$ cat config.mk
export PLATFORM = sky130hd
export DESIGN_NAME = hazard_stall_unit
export DESIGN_NICKNAME = d
export VERILOG_FILES = /design/src/rtl/hazard_stall_unit_pkg.sv /design/src/rtl/hazard_stall_unit_hazard_detect.sv /design/src/rtl/hazard_stall_unit.sv
export SDC_FILE = /design/constraint.sdc
export NUM_CORES = 1
export LEC_CHECK = 0
export CAP_MARGIN = 25
export CORE_ASPECT_RATIO = 1.5
export CORE_UTILIZATION = 43
export DETAILED_ROUTE_END_ITERATION = 10
export GPL_TIMING_DRIVEN = 0
export PLACE_DENSITY = 0.79
export SETUP_SLACK_MARGIN = 0.2
export SLEW_MARGIN = 15
export SYNTH_ARGS = -nofsm -noshare
export SYNTH_HDL_FRONTEND = slang
export SYNTH_SLANG_ARGS = --single-unit
$ cat constraint.sdc
create_clock -name clk -period 2.44 [get_ports clk]
set_input_delay 0.366 -clock clk [delete_from_list [all_inputs] [get_ports clk]]
set_output_delay 0.366 -clock clk [all_outputs]
set_load 0.01 [all_outputs]
$ cat src/rtl/hazard_stall_unit_pkg.sv
// Shared definitions for the pipeline hazard/stall controller:
// PC source encodings, controller FSM states and a bubble-count helper.
package hazard_stall_unit_pkg;

    // PC source encodings decoded in ID
    localparam logic [2:0] PCSRC_PC4  = 3'b000;
    localparam logic [2:0] PCSRC_BR   = 3'b001;
    localparam logic [2:0] PCSRC_J    = 3'b010;
    localparam logic [2:0] PCSRC_JREG = 3'b011;

    // Controller states
    typedef enum logic [1:0] {
        RUN   = 2'd0,
        STALL = 2'd1,
        FLUSH = 2'd2
    } stateT;

    // Bubble counts produced by the hazard compare
    localparam logic [1:0] BUBBLE_NONE = 2'd0;
    localparam logic [1:0] BUBBLE_ONE  = 2'd1;
    localparam logic [1:0] BUBBLE_TWO  = 2'd2;

    // Several hazards may match at once; the longest one dominates.
    function automatic logic [1:0] bubbleMax(input logic [1:0] a, input logic [1:0] b);
        return (a > b) ? a : b;
    endfunction

endpackage

$ cat src/rtl/hazard_stall_unit_hazard_detect.sv
// Pure combinational dependency compare for the instruction in ID.
// Reports how many bubbles are needed before forwarding can cover it.
module hazard_detect
    import hazard_stall_unit_pkg::*;
#(
    parameter logic [2:0] PCSRC_JR = PCSRC_JREG
) (
    input  logic [4:0] IF_ID_InstRs,
    input  logic [4:0] IF_ID_InstRt,
    input  logic       ID_UsesRt,
    input  logic [2:0] ID_PCSrc,
    input  logic       ID_EX_MemRead,
    input  logic       ID_EX_RegWrite,
    input  logic [4:0] ID_EX_RegWriteAddr,
    input  logic       EX_MEM_MemRead,
    input  logic       EX_MEM_RegWrite,
    input  logic [4:0] EX_MEM_RegWriteAddr,
    output logic [1:0] bubbleCount
);

    logic isJr;
    logic exLoad;
    logic memLoad;
    logic luHit;
    logic jr1Hit;
    logic jr2Hit;

    // Loads writing $0 never create a real dependency.
    assign isJr    = (ID_PCSrc == PCSRC_JR);
    assign exLoad  = ID_EX_MemRead & ID_EX_RegWrite & (ID_EX_RegWriteAddr != 5'd0);
    assign memLoad = EX_MEM_MemRead & EX_MEM_RegWrite & (EX_MEM_RegWriteAddr != 5'd0);

    // Load in EX feeding an ALU source: data arrives one cycle too late.
    assign luHit  = exLoad & ((ID_EX_RegWriteAddr == IF_ID_InstRs) |
                              (ID_UsesRt & (ID_EX_RegWriteAddr == IF_ID_InstRt)));
    // jr resolves its target in ID, so a load still in EX costs two cycles,
    // one in MEM costs one. ALU producers are forwarded and cost nothing.
    assign jr1Hit = isJr & exLoad  & (ID_EX_RegWriteAddr  == IF_ID_InstRs);
    assign jr2Hit = isJr & memLoad & (EX_MEM_RegWriteAddr == IF_ID_InstRs);

    // Pick the longest stall among the matching cases.
    always_comb begin
        // NOTE: every combinational output gets a default first so no path leaves it unassigned (no latch).
        bubbleCount = BUBBLE_NONE;
        if (luHit)  bubbleCount = bubbleMax(bubbleCount, BUBBLE_ONE);
        if (jr2Hit) bubbleCount = bubbleMax(bubbleCount, BUBBLE_ONE);
        if (jr1Hit) bubbleCount = bubbleMax(bubbleCount, BUBBLE_TWO);
    end

endmodule

$ cat src/rtl/hazard_stall_unit.sv
// Stall/flush controller for the 5-stage pipeline: inserts bubbles where
// forwarding cannot help, flushes on taken branches and exceptions, and
// counts bubble cycles in a saturating performance counter.
module hazard_stall_unit
    import hazard_stall_unit_pkg::*;
#(
    parameter int         CNT_W    = 16,
    parameter logic [2:0] PCSRC_JR = PCSRC_JREG
) (
    input  logic             clk,
    input  logic             reset,
    input  logic [4:0]       IF_ID_InstRs,
    input  logic [4:0]       IF_ID_InstRt,
    input  logic             ID_UsesRt,
    input  logic [2:0]       ID_PCSrc,
    input  logic             ID_EX_MemRead,
    input  logic             ID_EX_RegWrite,
    input  logic [4:0]       ID_EX_RegWriteAddr,
    input  logic             EX_MEM_MemRead,
    input  logic             EX_MEM_RegWrite,
    input  logic [4:0]       EX_MEM_RegWriteAddr,
    input  logic             EX_BranchTaken,
    input  logic             Exception,
    output logic             PC_Write,
    output logic             IF_ID_Write,
    output logic             IF_ID_Flush,
    output logic             ID_EX_Flush,
    output logic             EX_MEM_Flush,
    output logic [CNT_W-1:0] StallCycles
);

    stateT      state;
    logic [1:0] remaining;
    logic [1:0] bubbleCount;

    hazard_detect #(.PCSRC_JR(PCSRC_JR)) detect (
        .IF_ID_InstRs        (IF_ID_InstRs),
        .IF_ID_InstRt        (IF_ID_InstRt),
        .ID_UsesRt           (ID_UsesRt),
        .ID_PCSrc            (ID_PCSrc),
        .ID_EX_MemRead       (ID_EX_MemRead),
        .ID_EX_RegWrite      (ID_EX_RegWrite),
        .ID_EX_RegWriteAddr  (ID_EX_RegWriteAddr),
        .EX_MEM_MemRead      (EX_MEM_MemRead),
        .EX_MEM_RegWrite     (EX_MEM_RegWrite),
        .EX_MEM_RegWriteAddr (EX_MEM_RegWriteAddr),
        .bubbleCount         (bubbleCount)
    );

    // Control outputs, resolved by priority: reset > exception > flush > branch > stall > run.
    always_comb begin
        PC_Write     = 1'b1;
        IF_ID_Write  = 1'b1;
        IF_ID_Flush  = 1'b0;
        ID_EX_Flush  = 1'b0;
        EX_MEM_Flush = 1'b0;
        if (!reset) begin
            PC_Write     = 1'b0;
            IF_ID_Write  = 1'b0;
            IF_ID_Flush  = 1'b1;
            ID_EX_Flush  = 1'b1;
            EX_MEM_Flush = 1'b1;
        end else if (Exception) begin
            IF_ID_Flush  = 1'b1;
            ID_EX_Flush  = 1'b1;
            EX_MEM_Flush = 1'b1;
        end else if (state == FLUSH) begin
            IF_ID_Flush = 1'b1;
            ID_EX_Flush = 1'b1;
        end else if (EX_BranchTaken) begin
            IF_ID_Flush = 1'b1;
            ID_EX_Flush = 1'b1;
        end else if ((state == STALL) || (bubbleCount != BUBBLE_NONE)) begin
            // Freeze PC and IF_ID, push a bubble into EX.
            PC_Write    = 1'b0;
            IF_ID_Write = 1'b0;
            ID_EX_Flush = 1'b1;
        end
    end

    // FSM, remaining-bubble counter and saturating stall counter.
    always_ff @(posedge clk) begin
        // NOTE: registered state uses non-blocking assignments so every flop samples pre-edge values.
        if (!reset) begin
            state       <= RUN;
            remaining   <= 2'd0;
            StallCycles <= '0;
        end else begin
            if (Exception) begin
                state     <= FLUSH;
                remaining <= 2'd0;
            end else begin
                case (state)
                    FLUSH: begin
                        state     <= RUN;
                        remaining <= 2'd0;
                    end
                    STALL: begin
                        if (EX_BranchTaken) begin
                            state     <= RUN;
                            remaining <= 2'd0;
                        end else begin
                            remaining <= remaining - 2'd1;
                            if (remaining <= 2'd1) state <= RUN;
                        end
                    end
                    default: begin
                        if (EX_BranchTaken) begin
                            state     <= RUN;
                            remaining <= 2'd0;
                        end else if (bubbleCount != BUBBLE_NONE) begin
                            remaining <= bubbleCount - 2'd1;
                            state     <= (bubbleCount > BUBBLE_ONE) ? STALL : RUN;
                        end else begin
                            state     <= RUN;
                            remaining <= 2'd0;
                        end
                    end
                endcase
            end
            if (!PC_Write && (StallCycles != {CNT_W{1'b1}})) begin
                StallCycles <= StallCycles + {{(CNT_W-1){1'b0}}, 1'b1};
            end
        end
    end

endmodule

[Yosys cells after proc, flatten, opt, wreduce, memory -nomap -nowiden]
Index checks and enable logic that the tools add are counted.
Operators by class
  multiplexer cells: 32
  bitwise logic cells: 12
  multipliers: 0
  shifts and indexed selects: 0
  add/subtract/negate cells: 3
  order comparisons: 4
  equality and inequality tests: 9
  div/mod/pow operators: 0
  reduce and logical (&&, ||, !) cells: 7
Operators by type and width (count)
  $mux 1: 21
  $mux 2: 9
  $add 16x1->16 const B: 1
  $ne 16x16->1 const B: 1
  $eq 5x5->1: 3
  $and 1x1->1: 10
  $reduce_bool 5->1: 2
  $pmux 2 s2: 2
  $ne 4x3->1 const B: 1
  $sub 2x1->2 const B: 2
  $eq 3x2->1 const B: 1
  $ne 3x2->1 const B: 1
  $eq 2x1->1 const B: 1
  $eq 2x2->1 const B: 1
  $gt 2x1->1 const B: 1
  $gt 2x2->1 const B: 1
  $le 2x1->1 const B: 1
  $reduce_bool 2->1: 1
  $reduce_or 2->1: 1
  $gt 1x1->1 const B: 1
  $logic_and 1x1->1: 1
  $logic_not 1->1: 1
  $logic_or 1x1->1: 1
  $not 1->1: 1
  $or 1x1->1: 1
Word-level totals
  output and inout port bits: 21
  memories kept: 0
  input bits: 32
  memory bits (read-only): 0
  memory bits (writable): 0
  bits in registers: 20
  bits in latches: 0

[Depth between registers and ports, before layout]
  word-level depth: 20
  gate-level depth with buffers: 8
  depth with buffers taken out: 7

[Modules after synthesis]
A second synthesis with hierarchy kept.
Second synthesis, totals
  cell total of the unflattened synthesis: 166
  area, all modules: 1376.3 um^2
By module, submodules not included
  hazard_stall_unit: times used 1, area each 1132.3 um^2, cells each 135, sequential area each 400.4 um^2
  hazard_detect: times used 1, area each 244.0 um^2, cells each 31, sequential area each 0.0 um^2

[Worst setup path before layout]
OpenSTA, ideal clock, no wires.
  path kind: input to output
  start point: input ID_EX_RegWriteAddr[1]
  end point: output PC_Write
  data arrival time: 1.732 ns
  setup slack: 0.342 ns
  stages on the path: 6
  path buffers: 1
  path through: or3_1 o311a_1 o21a_4 o21a_1 nor2_1 buf_4
Between the ends
  cells in the longest elaborated chain, start to end: 18
  elaborated cells between the ends (all ways): 23
  those cells by class: order compare (2); eq/ne (2); mux (10); bitwise (6); reduce/logical (3)
RTL lines
  start: declaration: line hazard_stall_unit.sv:18  | input logic [4:0] ID_EX_RegWriteAddr,
  $eq 5x5->1: line hazard_stall_unit_hazard_detect.sv:35  | (ID_UsesRt & (ID_EX_RegWriteAddr == IF_ID_InstRt)));
  $and 1x1->1: line hazard_stall_unit_hazard_detect.sv:35
  $or 1x1->1: line hazard_stall_unit_hazard_detect.sv:34  | assign luHit = exLoad & ((ID_EX_RegWriteAddr == IF_ID_InstRs) |
  $and 1x1->1: line hazard_stall_unit_hazard_detect.sv:34
  $mux 1: line hazard_stall_unit_hazard_detect.sv:45  | if (luHit) bubbleCount = bubbleMax(bubbleCount, BUBBLE_ONE);
  $gt 1x1->1: line hazard_stall_unit_pkg.sv:25  | return (a > b) ? a : b;
  $mux 1: line hazard_stall_unit_pkg.sv:25
  $mux 2: line hazard_stall_unit_hazard_detect.sv:46  | if (jr2Hit) bubbleCount = bubbleMax(bubbleCount, BUBBLE_ONE);
  $gt 2x2->1: line hazard_stall_unit_pkg.sv:25
  $mux 2: line hazard_stall_unit_pkg.sv:25
  $mux 2 *: line hazard_stall_unit_hazard_detect.sv:47  | if (jr1Hit) bubbleCount = bubbleMax(bubbleCount, BUBBLE_TWO);
  $reduce_bool 2->1 *: line hazard_stall_unit.sv:73  | end else if ((state == STALL) || (bubbleCount != BUBBLE_NONE)) begin
  $logic_or 1x1->1 *: line hazard_stall_unit.sv:73
  $mux 1 * (5 in a row)
  end: declaration: line hazard_stall_unit.sv:24  | output logic PC_Write,
Every way passes the cells marked *; elsewhere a longest branch is shown, timed or not.

[Final worst setup path]
  start point: input reset
  end point: output EX_MEM_Flush
Between the ends
  cells in the longest elaborated chain, start to end: 1
RTL lines
  start: declaration: line hazard_stall_unit.sv:11  | input logic reset,
  $mux 1: line hazard_stall_unit.sv:57  | if (!reset) begin
  end: declaration: line hazard_stall_unit.sv:28  | output logic EX_MEM_Flush,
Every way passes these cells.

==> impl_metrics.env <==
export IMPL_numPlacedInstances=259
export IMPL_worst_ep_required_time_ns=2.07
export IMPL_drive_above_1_share_pct=21.3
export IMPL_wire_per_inst_um=15.8
export IMPL_finalWeightedCongestion=0.894
export IMPL_setup_slack_ns=0.248
export IMPL_grt_max_degree=12
export IMPL_synth_cell_types=42
export IMPL_crit_top_cell="clkdlybuf4s50_1"
export IMPL_cap_violations=0
export IMPL_hold_class="reg2reg"
export IMPL_synth_ff_type="dfxtp_1"
export IMPL_die_area_sq_um=3370
export IMPL_synth_cells=168
export IMPL_clkTransAtPathRegs_ns=0.07
export IMPL_fin_crit_sh_pct=89.8
export IMPL_slowest_delay_ns=0.53
export IMPL_die_y_um=70.6
export IMPL_ys_ff_latch=20
export IMPL_async_flop_share_pct=0
export IMPL_grt_pass1_vias=1583
export IMPL_p_total_uw=733
export IMPL_period_minus_slack_ns=2.19
export IMPL_powerDensity_nw_per_um2=362
export IMPL_coreArea_sq_um=2940
export IMPL_ant_nets=0
export IMPL_r2r_setup_slack_ns=0.38
export IMPL_cts_root_buf="clkbuf_8"
export IMPL_slew_headroom_pct=76.0
export IMPL_worst_pin_slew_ns=0.358
export IMPL_yosys_top_cells_area="dfxtp_1 (30%), xor2_1 (5.8%), a21oi_1 (5.2%)"
export IMPL_io_pins=53
export IMPL_finClkSkew_ns=0.00525
export IMPL_synth_top_area_share_pct=29.7
export IMPL_setup_viol=0
export IMPL_pre_cts_ws_ns=-0.781
export IMPL_cts_tree="built"
export IMPL_hold_viol=0
export IMPL_cts_buffers=3
export IMPL_critPathLaunchType="primary input"
export IMPL_cpMaxStageDelayCell="clkdlybuf4s50_1"
export IMPL_slew_violations=0
export IMPL_synth_seq_area_share_pct=29.7
export IMPL_grt_use_total_pct=25.3
export IMPL_remaining_drc_errors=0
export IMPL_final_cell_area_sq_um=2030
export IMPL_initial_utilization_pct=45.9
export IMPL_ys_warn_count=0
export IMPL_die_w_um=47.8
export IMPL_diodes=0
export IMPL_cts_buffer_depth=2
export IMPL_cp_top_family="buffers and inverters"
export IMPL_rows=24
export IMPL_clock_sinks=20
export IMPL_p_leak_nw=0.725
export IMPL_fin_hold_ws_ns=0.499
export IMPL_path_class="in2out"
export IMPL_firstDrtPassIters=4
export IMPL_antenna_found_initial=0
export IMPL_synth_edf_count=0
export IMPL_ir_drop_mv=0.379
export IMPL_arrival_ns=1.83
export IMPL_layout_nets=267
export IMPL_wl_um=4250
export IMPL_syn_num_nets=204
export IMPL_final_util_pct=68.9
export IMPL_insertion_delay_ns=0.26
export IMPL_grt_first_pass_wirelength_um=6330
export IMPL_status="complete, no violations"
export IMPL_max_freq_ghz=0.456
export IMPL_syn2layout_area_growth_pct=50.1
export IMPL_drt_iter0_drc=38
export IMPL_dp_hpwl_um=3150
export IMPL_instances_no_fill=269
export IMPL_grt_ovfl_total=0
export IMPL_rsz0062_at_grt="true"
export IMPL_post_synth_top_count_cell="dfxtp_1"
export IMPL_fin_tns_setup_ns=0
export IMPL_place_area_sq_um=1920
export IMPL_path_buf_inv=3
export IMPL_endpoint_kind="primary output"
export IMPL_vias_per_cell=5.72
export IMPL_syn_area_sq_um=1350
export IMPL_h_tree_depth=1
export IMPL_synthTopCellsByCount="dfxtp_1 (20), a21oi_1 (14), nand3_1 (13)"
export IMPL_worstPathCellList="clkdlybuf4s50_1 -> buf_2 -> nand2b_1 -> clkdlybuf4s50_1"
export IMPL_portBuffers=52
export IMPL_synth_largest_area_cell="dfxtp_1"
export IMPL_critPathMaxFanout=10
export IMPL_avgSynthCellArea_sq_um=8.04
export IMPL_vias=1540
==> state kept, by name, indices dropped and copies added, names as in the netlist <==
register and count:
StallCycles 16, remaining 2, state 2
==> final timing paths <==
kind / startpoint / to / cells after the start
setup / recovery: reset / EX_MEM_Flush / 4
hold / removal: StallCycles[11]$_SDFFE_PN0P_ / StallCycles[11]$_SDFFE_PN0P_ / 2
setup reg to reg: state[0]$_SDFFE_PP0P_ / StallCycles[15]$_SDFFE_PN0P_ / 7
hold reg to reg: StallCycles[11]$_SDFFE_PN0P_ / StallCycles[11]$_SDFFE_PN0P_ / 2
==> layer usage <==
metal	vias up	part of all wire, %	track usage, %
li1	743	-	-
met1	711	35	22.8
met2	70	54	47.9
met3	16	7.9	3.83
met4	0	3.7	13.9
met5	-	0	0
==> area by class of cell <==
cell class | instances | area, sq um
multi-input combinational | 135 | 926
fill | 256 | 916
inverter | 7 | 26.3
tap | 39 | 48.8
sequential | 20 | 402
timing repair buffer | 58 | 526
buffer | 6 | 43.8
clock buffer | 4 | 55.1
==> where the power goes <==
group,switching (mW),total [mW],internal (mW),leakage [nW]
Clock,0.110,0.253,0.144,0.0288
Combinational,0.0718,0.149,0.0769,0.535
Sequential,0.00246,0.331,0.328,0.162
==> what timing repair did <==
item / CTS / global route
endpoints found under the setup margin: 19 / 6
hold buffers: 0 / 0
gates resized for setup: 76 / 16
pin swaps: 17 / 7
setup buffers: 5 / 1
==> cell usage in the layout, fill, tap and decap left out, drive strengths merged, types with 7 or more instances in the layout <==
master and count:
nand2 12, nand3 13, dlygate4sd2 7, inv 7, or3 10, xor2 9, clkbuf 7, a21oi 15
dfxtp 20, clkdlybuf4s50 26, clkdlybuf4s15 7, buf 21, o21ai 11
==> cell families after synthesis <==
kind of cell | share of synthesized area, %
AND/OR/NAND/NOR | 33.0
AO/OA/AOI/OAI | 18.1
flip-flops | 29.7
XOR/XNOR | 9.08
buffers and inverters | 5.01
adder cells (fa/ha/maj) | 3.71
multiplexers | 1.48
==> worst min-delay path, stage by stage, from the launching register on <==
cell and delay [ns]:
dfxtp_1 0.33, o31ai_1 0.07, a21oi_1 0.06
Power figures use the tool's default switching activity.
